## config.mk

```make
export PLATFORM = sky130hd
export DESIGN_NAME = fifo_rd_packer_flat
export DESIGN_NICKNAME = d
export VERILOG_FILES = /design/src/rtl/fifo_rd_packer_if.sv /design/src/rtl/fifo_rd_packer.sv /design/src/flat_wrapper.sv
export SDC_FILE = /design/constraint.sdc
export NUM_CORES = 1
export LEC_CHECK = 0
export ABC_AREA = 1
export BUFFER_PORTS_ARGS = -buffer_cell sky130_fd_sc_hd__buf_2
export CAP_MARGIN = 10
export CELL_PAD_IN_SITES_DETAIL_PLACEMENT = 1
export CELL_PAD_IN_SITES_GLOBAL_PLACEMENT = 1
export CORE_UTILIZATION = 38
export CTS_CLUSTER_SIZE = 25
export DETAILED_ROUTE_END_ITERATION = 7
export PLACE_DENSITY_LB_ADDON = 0.1
export SLEW_MARGIN = 5
export SYNTH_ARGS = -nofsm -noshare
export SYNTH_HDL_FRONTEND = slang
export SYNTH_SLANG_ARGS = --single-unit
```

## constraint.sdc

```tcl
create_clock -name rd_clk -period 2.9 [get_ports rd_clk]
set_clock_uncertainty 0.2 [all_clocks]
set_input_delay 0.435 -clock rd_clk [delete_from_list [all_inputs] [get_ports rd_clk]]
set_output_delay 0.435 -clock rd_clk [all_outputs]
set_load 0.01 [all_outputs]
```

## src/rtl/fifo_rd_packer_if.sv

```systemverilog
`default_nettype none
// ---------------------------------------------------------------------------
// Module     : fifo_rd_packer_if
// Description: FIFO read-side and packed-beat output bundle for
//              fifo_rd_packer. The master modport is the packer; the slave
//              modport is the FIFO/downstream environment.
// Revision   : 1.0 - initial release
// ---------------------------------------------------------------------------
interface fifo_rd_packer_if #(
  parameter int WIDTH = 8,
  parameter int PACK  = 4,
  parameter int CNT_W = 16
);
  logic                    empty;
  logic [WIDTH-1:0]        rdata;
  logic                    under_flow;
  logic                    rd_en;
  logic                    out_valid;
  logic                    out_ready;
  logic [PACK*WIDTH-1:0]   out_data;
  logic [CNT_W-1:0]        beat_cnt;
  logic                    err_underflow;

  modport master (
    input  empty, rdata, under_flow, out_ready,
    output rd_en, out_valid, out_data, beat_cnt, err_underflow
  );

  modport slave (
    output empty, rdata, under_flow, out_ready,
    input  rd_en, out_valid, out_data, beat_cnt, err_underflow
  );
endinterface
`default_nettype wire

```

## src/rtl/fifo_rd_packer.sv

```systemverilog
`default_nettype none
// ---------------------------------------------------------------------------
// Module     : fifo_rd_packer
// Description: Pops WIDTH-bit words from the async FIFO read port and packs
//              PACK consecutive words into one valid/ready output beat
//              (first-popped word in the low bits). Tracks a sticky
//              underflow error and counts accepted beats.
// Revision   : 1.0 - initial release
// ---------------------------------------------------------------------------
module fifo_rd_packer #(
  parameter int WIDTH = 8,
  parameter int PACK  = 4,
  parameter int CNT_W = 16
) (
  input  logic                rd_clk,
  input  logic                res,
  fifo_rd_packer_if.master    bus
);

  // Slot counter must reach PACK to represent the "pack full, waiting" state.
  localparam int SLOT_W = $clog2(PACK + 1);
  localparam logic [SLOT_W-1:0] FULL     = SLOT_W'(PACK);
  localparam logic [SLOT_W-1:0] LAST     = SLOT_W'(PACK - 1);
  localparam logic [SLOT_W:0]   PACK_EXT = (SLOT_W + 1)'(PACK);

  logic [SLOT_W-1:0]      cnt_q, cnt_d;
  logic                   p_q, p_d;
  logic [PACK*WIDTH-1:0]  pack_q, pack_d;
  logic                   out_valid_q, out_valid_d;
  logic [PACK*WIDTH-1:0]  out_data_q, out_data_d;
  logic [CNT_W-1:0]       beat_cnt_q, beat_cnt_d;
  logic                   err_q, err_d;

  logic                   out_free;
  logic [SLOT_W:0]        fill;
  logic                   rd_en;

  // Output register can take a new beat this edge (empty or being drained).
  assign out_free = !out_valid_q || bus.out_ready;
  // Slots already occupied plus the word still in flight.
  assign fill     = {1'b0, cnt_q} + {{SLOT_W{1'b0}}, p_q};
  // Second term keeps pops back-to-back across a beat boundary.
  assign rd_en    = !bus.empty &&
                    ((fill < PACK_EXT) || (p_q && (cnt_q == LAST) && out_free));

  // Next-state: capture in-flight word, complete packs, run the handshake.
  always_comb begin
    cnt_d       = cnt_q;
    pack_d      = pack_q;
    out_data_d  = out_data_q;
    out_valid_d = out_valid_q && !bus.out_ready;
    p_d         = rd_en;
    beat_cnt_d  = beat_cnt_q + CNT_W'(out_valid_q && bus.out_ready);
    err_d       = err_q | bus.under_flow;

    if (cnt_q == FULL) begin
      // A completed pack is parked until the output register frees up.
      if (out_free) begin
        out_data_d  = pack_q;
        out_valid_d = 1'b1;
        cnt_d       = '0;
      end
    end else if (p_q) begin
      for (int i = 0; i < PACK; i++) begin
        if (cnt_q == SLOT_W'(i)) begin
          pack_d[i*WIDTH +: WIDTH] = bus.rdata;
        end
      end
      if (cnt_q == LAST) begin
        if (out_free) begin
          out_data_d  = {bus.rdata, pack_q[(PACK-1)*WIDTH-1:0]};
          out_valid_d = 1'b1;
          cnt_d       = '0;
        end else begin
          cnt_d = FULL;
        end
      end else begin
        cnt_d = cnt_q + SLOT_W'(1);
      end
    end
  end

  // State registers; reset discards partial packs, pending beats and in-flight reads.
  always_ff @(posedge rd_clk or posedge res) begin
    if (res) begin
      cnt_q       <= '0;
      p_q         <= 1'b0;
      pack_q      <= '0;
      out_valid_q <= 1'b0;
      out_data_q  <= '0;
      beat_cnt_q  <= '0;
      err_q       <= 1'b0;
    end else begin
      cnt_q       <= cnt_d;
      p_q         <= p_d;
      pack_q      <= pack_d;
      out_valid_q <= out_valid_d;
      out_data_q  <= out_data_d;
      beat_cnt_q  <= beat_cnt_d;
      err_q       <= err_d;
    end
  end

  assign bus.rd_en         = rd_en;
  assign bus.out_valid     = out_valid_q;
  assign bus.out_data      = out_data_q;
  assign bus.beat_cnt      = beat_cnt_q;
  assign bus.err_underflow = err_q;

endmodule
`default_nettype wire

```

## src/flat_wrapper.sv

```systemverilog
// flat-port wrapper written by rule: the top's interface ports become plain ports
module fifo_rd_packer_flat 
#(
  parameter int WIDTH = 8,
  parameter int PACK  = 4,
  parameter int CNT_W = 16
)
  (rd_clk, res, bus_empty, bus_rdata, bus_under_flow, bus_out_ready, bus_rd_en, bus_out_valid, bus_out_data, bus_beat_cnt, bus_err_underflow);
  fifo_rd_packer_if #(.WIDTH(WIDTH), .PACK(PACK), .CNT_W(CNT_W)) bus_i ();
  input  logic rd_clk;
  input  logic res;
  input wire logic [$bits(bus_i.empty)-1:0] bus_empty;
  input wire logic [$bits(bus_i.rdata)-1:0] bus_rdata;
  input wire logic [$bits(bus_i.under_flow)-1:0] bus_under_flow;
  input wire logic [$bits(bus_i.out_ready)-1:0] bus_out_ready;
  output wire logic [$bits(bus_i.rd_en)-1:0] bus_rd_en;
  output wire logic [$bits(bus_i.out_valid)-1:0] bus_out_valid;
  output wire logic [$bits(bus_i.out_data)-1:0] bus_out_data;
  output wire logic [$bits(bus_i.beat_cnt)-1:0] bus_beat_cnt;
  output wire logic [$bits(bus_i.err_underflow)-1:0] bus_err_underflow;
  assign bus_i.empty = bus_empty;
  assign bus_i.rdata = bus_rdata;
  assign bus_i.under_flow = bus_under_flow;
  assign bus_i.out_ready = bus_out_ready;
  assign bus_rd_en = bus_i.rd_en;
  assign bus_out_valid = bus_i.out_valid;
  assign bus_out_data = bus_i.out_data;
  assign bus_beat_cnt = bus_i.beat_cnt;
  assign bus_err_underflow = bus_i.err_underflow;
  fifo_rd_packer #(.WIDTH(WIDTH), .PACK(PACK), .CNT_W(CNT_W)) u_core (.rd_clk(rd_clk), .res(res), .bus(bus_i));
endmodule
```

Word level (Yosys, flattened, before mapping)
Cells that the tools add are included.
{"block": "classes", "addsub": 3, "n_lt_le_gt_ge": 1, "eq_ne": 5, "mux": 14, "bitwise_logic": 2, "reduce_logical": 19}
{"cell": "32-bit 2-to-1 mux", "count": 5}
{"cell": "16-bit by 1-bit adder with 16-bit output", "count": 1}
{"cell": "3-bit 2-to-1 mux", "count": 5}
{"cell": "3-bit AND reduction", "count": 5}
{"cell": "3-bit by 2-bit == test with 1-bit output (second input constant)", "count": 2}
{"cell": "1-bit logical AND", "count": 5}
{"cell": "3-bit by 1-bit adder with 4-bit output", "count": 1}
{"cell": "4-bit by 3-bit less-than comparator with 1-bit output (second input constant)", "count": 1}
{"cell": "1-bit 2-to-1 mux", "count": 4}
{"cell": "2-bit nonzero test", "count": 2}
{"cell": "3-bit by 1-bit adder with 3-bit output (second input constant)", "count": 1}
{"cell": "3-bit by 1-bit == test with 1-bit output (second input constant)", "count": 1}
{"cell": "3-bit == test (second input constant)", "count": 1}
{"cell": "1-bit zero test", "count": 3}
{"cell": "3-bit zero test", "count": 1}
{"cell": "1-bit logical OR", "count": 2}
{"cell": "2-bit by 1-bit inequality test with 1-bit output (second input constant)", "count": 1}
{"cell": "2-bit AND reduction", "count": 1}
{"cell": "1-bit inverter", "count": 1}
{"cell": "1-bit bitwise OR", "count": 1}
{"block": "word_totals", "register_bits": 86, "wordCells": 54}

Logic depth before layout (Yosys ltp)
Gate-level depths: netlist of the first run.
{"block": "depth", "word_depth": 6, "ltp_mapped": 9, "ltp_nobuf": 9}

Worst setup path after synthesis of the first run
OpenSTA, ideal clock, no wires.
{"block": "synth_path", "path_type": "register to output", "startpoint": "reg u_core.cnt_q[0]", "endpoint": "out bus_rd_en", "t_arrival_ns": 1.115, "required_ns": 2.265, "slack_ns": 1.150, "stages_incl_launch_ff": 6, "path_buffers": 0, "path_cell_list": "dfrtp_1 > ha_1 > inv_1 > nor2_4 > nand3_1 > a21oi_1"}
{"block": "synth_via", "elab_chain_len": 5, "word_cells_on_any_way": 7}
{"element": "start, declared", "line": "fifo_rd_packer.sv:26", "source": "logic [SLOT_W-1:0] cnt_q, cnt_d;"}
{"element": "start signal, assigned", "line": "fifo_rd_packer.sv:94", "source": "cnt_q <= cnt_d;"}
{"element": "parallel branches: the longest is 3 deep, another holds 3-bit by 1-bit adder with 4-bit output"}
{"element": "1-bit logical OR *", "line": "fifo_rd_packer.sv:44", "source": "((fill < PACK_EXT) || (p_q && (cnt_q == LAST) && out_free));"}
{"element": "1-bit logical AND *", "line": "fifo_rd_packer.sv:43", "source": "assign rd_en = !bus.empty &&"}
{"element": "end, declared", "line": "flat_wrapper.sv:16", "source": "output wire logic [$bits(bus_i.rd_en)-1:0] bus_rd_en;"}
Every way passes the cells marked *.

Final worst setup path of the first run
Same ends and word-level chain as after synthesis.

==> flow_metrics.env, run 1 <==
export IMPL_worstReg2RegEnd="u_core.bus.out_data[21]"
export IMPL_fmax_mhz=438
export IMPL_ys_seq_area_frac=0.602
export IMPL_synth_seq_cells=86
export IMPL_cts_buffers=9
export IMPL_fillCellCount=1097
export IMPL_setup_viol=0
export IMPL_fin_nets=478
export IMPL_grt_overflow_total=0
export IMPL_start_util=0.390
export IMPL_hold_class="primary input to flop"
export IMPL_wl_um=7940
export IMPL_grt_pass1_vias=2741
export IMPL_synth_area_um2=3570
export IMPL_yosysUniqueCellTypes=22
export IMPL_cts_resized=0
export IMPL_area_growth_pct=18.0
export IMPL_crit_type="flop to output pin"
export IMPL_fin_tns_setup_ps=0
export IMPL_dieArea_um2=9790
export IMPL_p_leak_nw=2.25
export IMPL_synth_top_area_frac=0.602
export IMPL_die_w_um=99.0
export IMPL_r2r_start="u_core.cnt_q[0]"
export IMPL_syn_nets=413
export IMPL_ys_top_cells_by_count="171 x nand2_1, 86 x dfrtp_1, 43 x o21ai_0"
export IMPL_grt_usage=0.184
export IMPL_start_kind="flop"
export IMPL_via_per_inst=4.74
export IMPL_path_clk_slew_ps=90
export IMPL_synth_avg_cell_area_um2=9.07
export IMPL_antenna_left=0
export IMPL_crit_path_end_kind="output pin"
export IMPL_finalCoreUtilization=0.461
export IMPL_cap_violations=0
export IMPL_cts_max_level=3
export IMPL_cts_root_buffer="clkbuf_8"
export IMPL_wire_per_inst_um=13.8
export IMPL_worstRegToRegCells=8
export IMPL_die_h_um=99.0
export IMPL_grt_max_degree=39
export IMPL_synth_flop_cell="dfrtp_1"
export IMPL_max_slew_worst_pin_slew_ps=691
export IMPL_first_pass_iters=4
export IMPL_path_buf_inv=2
export IMPL_synth_cells=394
export IMPL_clk_path_buf_depth=2
export IMPL_powerDensity_nw_per_um2=1010
export IMPL_crit_chain="ha_1 > inv_1 > nor2_4 > nand3_1 > a21oi_1 > buf_2"
export IMPL_run_status="completed"
export IMPL_yosysTopAreaCell="dfrtp_1"
export IMPL_slowest_delay_ps=410
export IMPL_drc=0
export IMPL_vias=2726
export IMPL_grt_pass1_wl_um=13800
export IMPL_crit_arrival_ps=1650
export IMPL_crit_path_top_delay_cell="dfrtp_1"
export IMPL_worst_path_stages=6
export IMPL_first_iter_violations=86
export IMPL_core_area_um2=9150
export IMPL_async_flop_share=1.00
export IMPL_cts_setup_buffers=0
export IMPL_synth_edf_count=0
export IMPL_multi_input_area_um2=1230
export IMPL_cts_sinks=86
export IMPL_insertion_delay_ps=350
export IMPL_diodes=0
export IMPL_peakVddDrop_v=0.000457
export IMPL_synth_area_leaders="dfrtp_1 60%, nand2_1 18%, o21ai_0 6.0%"
export IMPL_crit_start="u_core.cnt_q[0]"
export IMPL_fp_row_count=35
export IMPL_rsz0062_at_grt="false"
export IMPL_cpLargestDelayFamily="flip-flops"
export IMPL_finalHoldViolations=0
export IMPL_relSlewSlack=0.539
export IMPL_cp_max_fo=4
export IMPL_portBuffers=63
export IMPL_r2r_setup_slack_ps=910
export IMPL_regArea_um2=2150
export IMPL_cp_data_required_time_ps=2270
export IMPL_fin_crit_sh=0.787
export IMPL_place_gp_congestion=0.793
export IMPL_io_pins=64
export IMPL_hpwl_um=5520
export IMPL_cp_endpoint="bus_rd_en"
export IMPL_antenna_found_initial=0
export IMPL_cts_tree="done"
export IMPL_yosys_cell_count_top_type="nand2_1"
export IMPL_maxSlewViolCount=0
export IMPL_ys_warn_count=0
export IMPL_layout_drive_gt1_share=0.196
export IMPL_fin_crit_ps=2280
[cell usage in the layout (no fill, tap or decap), types with 2 or more instances in the layout]
cell	count
clkinvlp_4	2
xnor2_1	3
clkbuf_8	10
buf_2	63
dfrtp_1	86
xor2_1	6
nor2_1	13
o21ai_0	43
bufinv_16	2
inv_6	2
nand2_4	3
nand4_1	5
nand2_1	171
nand2_2	2
inv_1	25
ha_1	6
nand3_1	12
[worst min-delay path by stage]
stage                                         from                        to  slack [ps]  cells past startpoint
final                                    bus_empty                u_core.p_q          30                      2
after global routing                     bus_empty                u_core.p_q           5                      2
after CTS                                bus_empty                u_core.p_q           5                      2
after detailed placement  u_core.bus.err_underflow  u_core.bus.err_underflow         260                      1
after global placement    u_core.bus.err_underflow  u_core.bus.err_underflow         250                      1
after floorplan                   u_core.pack_q[0]    u_core.bus.out_data[0]         240                      2
[stage by stage]
step	area, µm²	setup WS, ps	std cells	total power, mW	hold WS, ps
after floorplan	3570	43.2	394	2.88	242
after detailed placement	3980	866	558	3.35	259
final	4220	618	575	4.26	32.5
after global placement	3980	893	558	3.29	247
after CTS	4220	582	575	4.35	5.21
after global routing	4220	470	575	4.65	5.48
[what timing repair did]
item                                   4_1_cts  5_1_grt
endpoints found under the hold margin       36        0
setup endpoints to repair                    0        0
hold buffers                                 1        0
[area by class of cell]
| cell class | count | area share |
|---|---|---|
| Clock buffer | 10 | 0.0327 |
| Clock inverter | 6 | 0.0220 |
| Inverter | 27 | 0.0255 |
| Multi-Input combinational cell | 269 | 0.293 |
| Sequential cell | 86 | 0.511 |
| Tap cell | 111 | 0.0329 |
| Timing Repair Buffer | 66 | 0.0837 |
[metal layers]
layer / up-vias / wire length (µm) / GRT usage / part of all wire
met4: 0 / 125 / 0.0723 / 0.016
met5: - / 0 / 0 / 0
met2: 35 / 3580 / 0.280 / 0.45
met3: 11 / 198 / 0.0383 / 0.025
met1: 1321 / 4030 / 0.259 / 0.51
li1: 1359 / - / - / -
[report_power, final]
group / switching, mW / internal, mW
clock: 0.453 / 0.515
sequential: 0.293 / 1.69
combinational: 0.821 / 0.487
[registers in the layout, indices dropped and copies added, names as in the netlist]
name                      cells
u_core.bus.beat_cnt          16
u_core.bus.err_underflow      1
u_core.bus.out_data          32
u_core.bus.out_valid          1
u_core.cnt_q                  3
u_core.p_q                    1
u_core.pack_q                32
[cells by family (layout without fill, tap and decap cells)]
logic type | after synthesis | in the layout | synth area share
adders and majority gates | 6 | 6 | 0.0210
DFF | 86 | 86 | 0.602
AOI/OAI and AO/OA | 45 | 45 | 0.0637
xor gates and xnor gates | 9 | 9 | 0.0221
buffers and inverters | 39 | 109 | 0.0522
and+or+nand+nor | 209 | 209 | 0.239
Note: power is estimated with default switching activity, not from simulation.
==> inputs of run 2 (changes only) <==
clock period = 2.07 ns   (was 2.9 ns; I/O delays follow)
==> run 2 against run 1 <==
Net effect: sequential share of layout area down 0.98 points; register-to-register slack worse by 730 ps; worst hold slack better by 29 ps; critical path depth unchanged; final cell count up 2.1%; critical endpoint unchanged.
==> flow_metrics.env, run 2 (synthesis results as in run 1) <==
export IMPL_crit_chain="ha_1 > inv_2 > nor2_4 > nand3_4 > a21oi_2 > buf_2"
export IMPL_io_pins=64
export IMPL_worstRegToRegCells=9
export IMPL_insertion_delay_ps=350
export IMPL_vias=2773
export IMPL_grt_pass1_wl_um=14200
export IMPL_hpwl_um=5860
export IMPL_via_per_inst=4.72
export IMPL_clk_path_buf_depth=2
export IMPL_cts_tree="done"
export IMPL_crit_start="u_core.cnt_q[1]"
export IMPL_run_status="completed"
export IMPL_crit_path_end_kind="output pin"
export IMPL_fin_nets=490
export IMPL_cts_max_level=3
export IMPL_start_kind="flop"
export IMPL_grt_overflow_total=0
export IMPL_core_area_um2=9150
export IMPL_cts_sinks=86
export IMPL_finalHoldViolations=0
export IMPL_layout_drive_gt1_share=0.216
export IMPL_r2r_start="u_core.cnt_q[0]"
export IMPL_dp_slack_ps=198
export IMPL_grt_usage=0.186
export IMPL_cp_endpoint="bus_rd_en"
export IMPL_place_gp_congestion=0.753
export IMPL_antenna_left=0
export IMPL_layout_setup_ws_ps=61.9
export IMPL_cp_data_required_time_ps=1560
export IMPL_antenna_found_initial=0
export IMPL_p_leak_nw=2.29
export IMPL_portBuffers=63
export IMPL_relSlewSlack=0.654
export IMPL_fp_row_count=35
export IMPL_setup_viol=0
export IMPL_diodes=0
export IMPL_path_buf_inv=2
export IMPL_start_util=0.390
export IMPL_grt_max_degree=37
export IMPL_area_growth_pct=20.3
export IMPL_dp_cells=563
export IMPL_hold_class="primary input to flop"
export IMPL_first_pass_iters=4
export IMPL_wire_per_inst_um=14.2
export IMPL_wl_um=8330
export IMPL_dieArea_um2=9790
export IMPL_cp_max_fo=4
export IMPL_fin_crit_ps=2010
export IMPL_crit_type="flop to output pin"
export IMPL_slowest_delay_ps=370
export IMPL_drc=0
export IMPL_die_w_um=99.0
export IMPL_first_iter_violations=97
export IMPL_fmax_mhz=498
export IMPL_fin_crit_sh=0.970
export IMPL_mostFrequentLayoutCells="171 x nand2_1, 86 x dfrtp_1, 63 x buf_2"
export IMPL_finalNonFillerCells=587
export IMPL_r2r_setup_slack_ps=180
export IMPL_crit_path_top_delay_cell="dfrtp_1"
export IMPL_cpLargestDelayFamily="flip-flops"
export IMPL_holdWs_ps=61.7
export IMPL_finalCoreUtilization=0.470
export IMPL_worst_path_stages=6
export IMPL_max_slew_worst_pin_slew_ps=518
export IMPL_cts_buffers=9
export IMPL_rsz0062_at_grt="true"
export IMPL_powerDensity_nw_per_um2=1360
export IMPL_worstReg2RegEnd="u_core.bus.out_data[28]"
export IMPL_final_common_cell="nand2_1"
export IMPL_cts_root_buffer="clkbuf_8"
export IMPL_path_clk_slew_ps=80
export IMPL_maxSlewViolCount=0
export IMPL_die_h_um=99.0
export IMPL_peakVddDrop_v=0.000655
export IMPL_grt_pass1_vias=2906
export IMPL_crit_arrival_ps=1500
export IMPL_cap_violations=0
## run 2: what timing repair did
item	CTS	global route
hold buffers	3	0
buffers inserted	2	3
hold endpoints to repair	20	0
setup endpoints to repair	1	1
resized for setup	2	2
pin swaps	0	2
## run 2: worst register-to-register path, stage by stage (launching register included)
cell and delay [ps]:
dfrtp_1 390, buf_4 150, inv_1 110, ha_1 210, nand2_2 120, clkinv_4 80, nand2_4 60, nand2_4 290
nand2_1 130, nand2_1 90
## run 2: stage by stage
stage	cell area [µm²]	total power, mW	TNS, ps
6_report	4300	5.86	0
5_1_grt	4300	6.37	-40.8
4_1_cts	4270	5.94	0
3_5_place_dp	4040	4.78	0
3_3_place_gp	4040	4.67	0
2_1_floorplan	3580	4.04	0
## run 2: where the power goes
part           internal, mW  total, mW  switching [mW]  leakage [nW]
registers              2.37       2.77           0.400          1.06
logic                 0.801       2.01            1.21          1.14
clock network         0.445       1.08           0.631        0.0833
## run 2: layout make-up
| type | instances | area [µm²] |
|---|---|---|
| fill | 1097 | 4850 |
| sequential | 86 | 2150 |
| multi-input combinational | 269 | 1250 |
| timing repair buffer | 78 | 473 |
| tap | 111 | 139 |
| clock buffer | 10 | 128 |
| inverter | 27 | 110 |
| clock inverter | 6 | 46.3 |
## run 2: how the worst min path moves through the flow
stage	from	endpoint	slack, ps	cells after the start
after floorplan	bus_under_flow	u_core.bus.err_underflow	220	1
final	bus_out_ready	u_core.cnt_q[2]	60	4
after detailed placement	res	u_core.bus.err_underflow	170	2
after global routing	bus_out_ready	u_core.cnt_q[2]	50	4
after CTS	bus_out_ready	u_core.cnt_q[2]	50	4
after global placement	res	u_core.bus.err_underflow	170	2
## run 2: layer usage
| metal | vias up | global-route usage | part of all wire |
|---|---|---|---|
| li1 | 1376 | - | - |
| met1 | 1345 | 0.259 | 0.49 |
| met2 | 42 | 0.295 | 0.47 |
| met3 | 10 | 0.0376 | 0.030 |
| met5 | - | 0 | 0 |
| met4 | 0 | 0.0586 | 0.012 |
==> inputs of run 3 (changes only) <==
CELL_PAD_IN_SITES_DETAIL_PLACEMENT = not set   (was 1)
CELL_PAD_IN_SITES_GLOBAL_PLACEMENT = not set   (was 1)
CORE_UTILIZATION = 45   (was 38)
PLACE_DENSITY = 0.69   (was not set)
PLACE_DENSITY_LB_ADDON = not set   (was 0.1)
==> run 3 against run 2 <==
Net effect: first-iteration DRC count rose by 55%; routed wire length fell by 12%; clock power increased by 21%; sequential share of layout area increased by 0.073 points; register-to-register slack worse by 60 ps; utilization rose by 8.9 points; flip-flop and latch count stayed put; sequential power about the same; global-route usage grew 1.1 points; count of clock-buffer cells in the layout is 1 higher; combinational power fell by 5%; critical path type unchanged; highest routed layer unchanged.
==> flow_metrics.env, run 3 (synthesis results as in run 1) <==
export IMPL_worst_path_stages=6
export IMPL_path_clk_slew_ps=80
export IMPL_p_leak_nw=2.30
export IMPL_finalNonFillerCells=574
export IMPL_rsz0062_at_grt="true"
export IMPL_cp_endpoint="bus_rd_en"
export IMPL_placed_cell_area_um2=4000
export IMPL_cts_max_level=3
export IMPL_cts_sinks=86
export IMPL_die_h_um=91.1
export IMPL_wl_um=7360
export IMPL_antenna_left=0
export IMPL_portBuffers=63
export IMPL_worstHoldStart="bus_out_ready"
export IMPL_grt_usage=0.198
export IMPL_via_per_inst=4.83
export IMPL_crit_chain="ha_1 > inv_1 > nor2_4 > nand3_2 > a21oi_2 > buf_2"
export IMPL_grt_pass1_vias=2732
export IMPL_io_pins=64
export IMPL_cap_violations=0
export IMPL_vias=2773
export IMPL_worstRegToRegCells=9
export IMPL_run_status="completed"
export IMPL_drc=0
export IMPL_crit_start="u_core.cnt_q[1]"
export IMPL_p_total_mw=6.01
export IMPL_diodes=0
export IMPL_peakVddDrop_v=0.000712
export IMPL_place_gp_congestion=0.835
export IMPL_core_area_um2=7690
export IMPL_r2r_setup_slack_ps=120
export IMPL_dp_cells=552
export IMPL_fp_row_count=32
export IMPL_hpwl_um=5160
export IMPL_antenna_found_initial=0
export IMPL_cpLargestDelayFamily="flip-flops"
export IMPL_cp_max_fo=4
export IMPL_layout_drive_gt1_share=0.210
export IMPL_clk_path_buf_depth=2
export IMPL_max_slew_worst_pin_slew_ps=618
export IMPL_start_kind="flop"
export IMPL_setup_viol=0
export IMPL_insertion_delay_ps=350
export IMPL_wire_per_inst_um=12.8
export IMPL_grt_overflow_total=0
export IMPL_area_growth_pct=20.1
export IMPL_cp_data_required_time_ps=1560
export IMPL_die_w_um=91.1
export IMPL_mostFrequentLayoutCells="171 x nand2_1, 86 x dfrtp_1, 63 x buf_2"
export IMPL_final_common_cell="nand2_1"
export IMPL_cts_tree="done"
export IMPL_worstReg2RegEnd="u_core.bus.out_data[25]"
export IMPL_crit_arrival_ps=1520
export IMPL_fin_crit_sh=0.979
export IMPL_cts_buffers=9
export IMPL_fin_nets=486
export IMPL_first_pass_iters=5
export IMPL_dieArea_um2=8300
export IMPL_slowest_delay_ps=360
export IMPL_start_util=0.465
export IMPL_fin_area_um2=4290
export IMPL_fin_crit_ps=2030
export IMPL_crit_path_end_kind="output pin"
export IMPL_path_buf_inv=2
export IMPL_powerDensity_nw_per_um2=1400
export IMPL_crit_type="flop to output pin"
export IMPL_maxSlewViolCount=0
export IMPL_relSlewSlack=0.587
export IMPL_grt_max_degree=33
export IMPL_crit_path_top_delay_cell="dfrtp_1"
export IMPL_grt_pass1_wl_um=13000
export IMPL_finalHoldViolations=0
export IMPL_cts_root_buffer="clkbuf_8"
export IMPL_fmax_mhz=493
export IMPL_hold_class="primary input to flop"
export IMPL_r2r_start="u_core.cnt_q[0]"
export IMPL_fin_tns_setup_ps=0
export IMPL_first_iter_violations=150
[run 3: cell types whose count changed in the layout (fill, tap and decap cells not counted), sizes merged]
cell	before	now
clkbuf	10	11
clkinvlp	3	1
bufinv	0	2
inv	27	25
buf	75	71
clkinv	3	4
[run 3: how the worst min path moves through the flow]
stage                                     to  slack [ps]  cells after the start
floorplan           u_core.bus.err_underflow         220                      1
global placement      u_core.bus.beat_cnt[0]         210                      2
detailed placement    u_core.bus.beat_cnt[0]         220                      2
CTS                          u_core.cnt_q[2]          70                      4
global route                 u_core.cnt_q[2]         100                      4
finish                       u_core.cnt_q[2]          70                      4
[run 3: tightest hold or removal path: cells and delay by family]
kind	cells	cell delay, ps
buffers and inverters	1	90
and+or+nand+nor	3	190
[run 3: final cells by class]
cell class,instances,area (µm²)
sequential,86,2150
clock buffer,11,141
inverter,27,110
clock inverter,5,82.6
fill,734,3400
timing repair buffer,74,430
tap,102,128
multi-input combinational,269,1250
[run 3: repair_timing]
item,in CTS,in global routing
hold endpoints to repair,25,0
hold buffers,3,0
setup endpoints to repair,1,8
resized for setup,2,1
pin swaps,0,1
buffers inserted,2,1
[run 3: report_power, final]
part	leakage (nW)	switching [mW]	internal [mW]	total [mW]
combinational	1.12	1.17	0.744	1.91
clock	0.113	0.599	0.716	1.31
sequential	1.06	0.410	2.37	2.78
[run 3: routing by layer]
layer / up-vias / track usage / wire length, µm
li1: 1379 / - / -
met1: 1329 / 0.268 / 3490
met2: 55 / 0.322 / 3490
met3: 10 / 0.0302 / 269
met4: 0 / 0.0754 / 106
met5: - / 0 / 0
[run 3: metrics by stage]
stage / hold slack [ps] / worst slack, ps / utilization
global route: 103 / -63.3 / 0.558
floorplan: 223 / 352 / -
global placement: 212 / 276 / 0.521
CTS: 65.3 / 19.2 / 0.557
detailed placement: 219 / 216 / 0.521
finish: 68.5 / 42.9 / 0.558
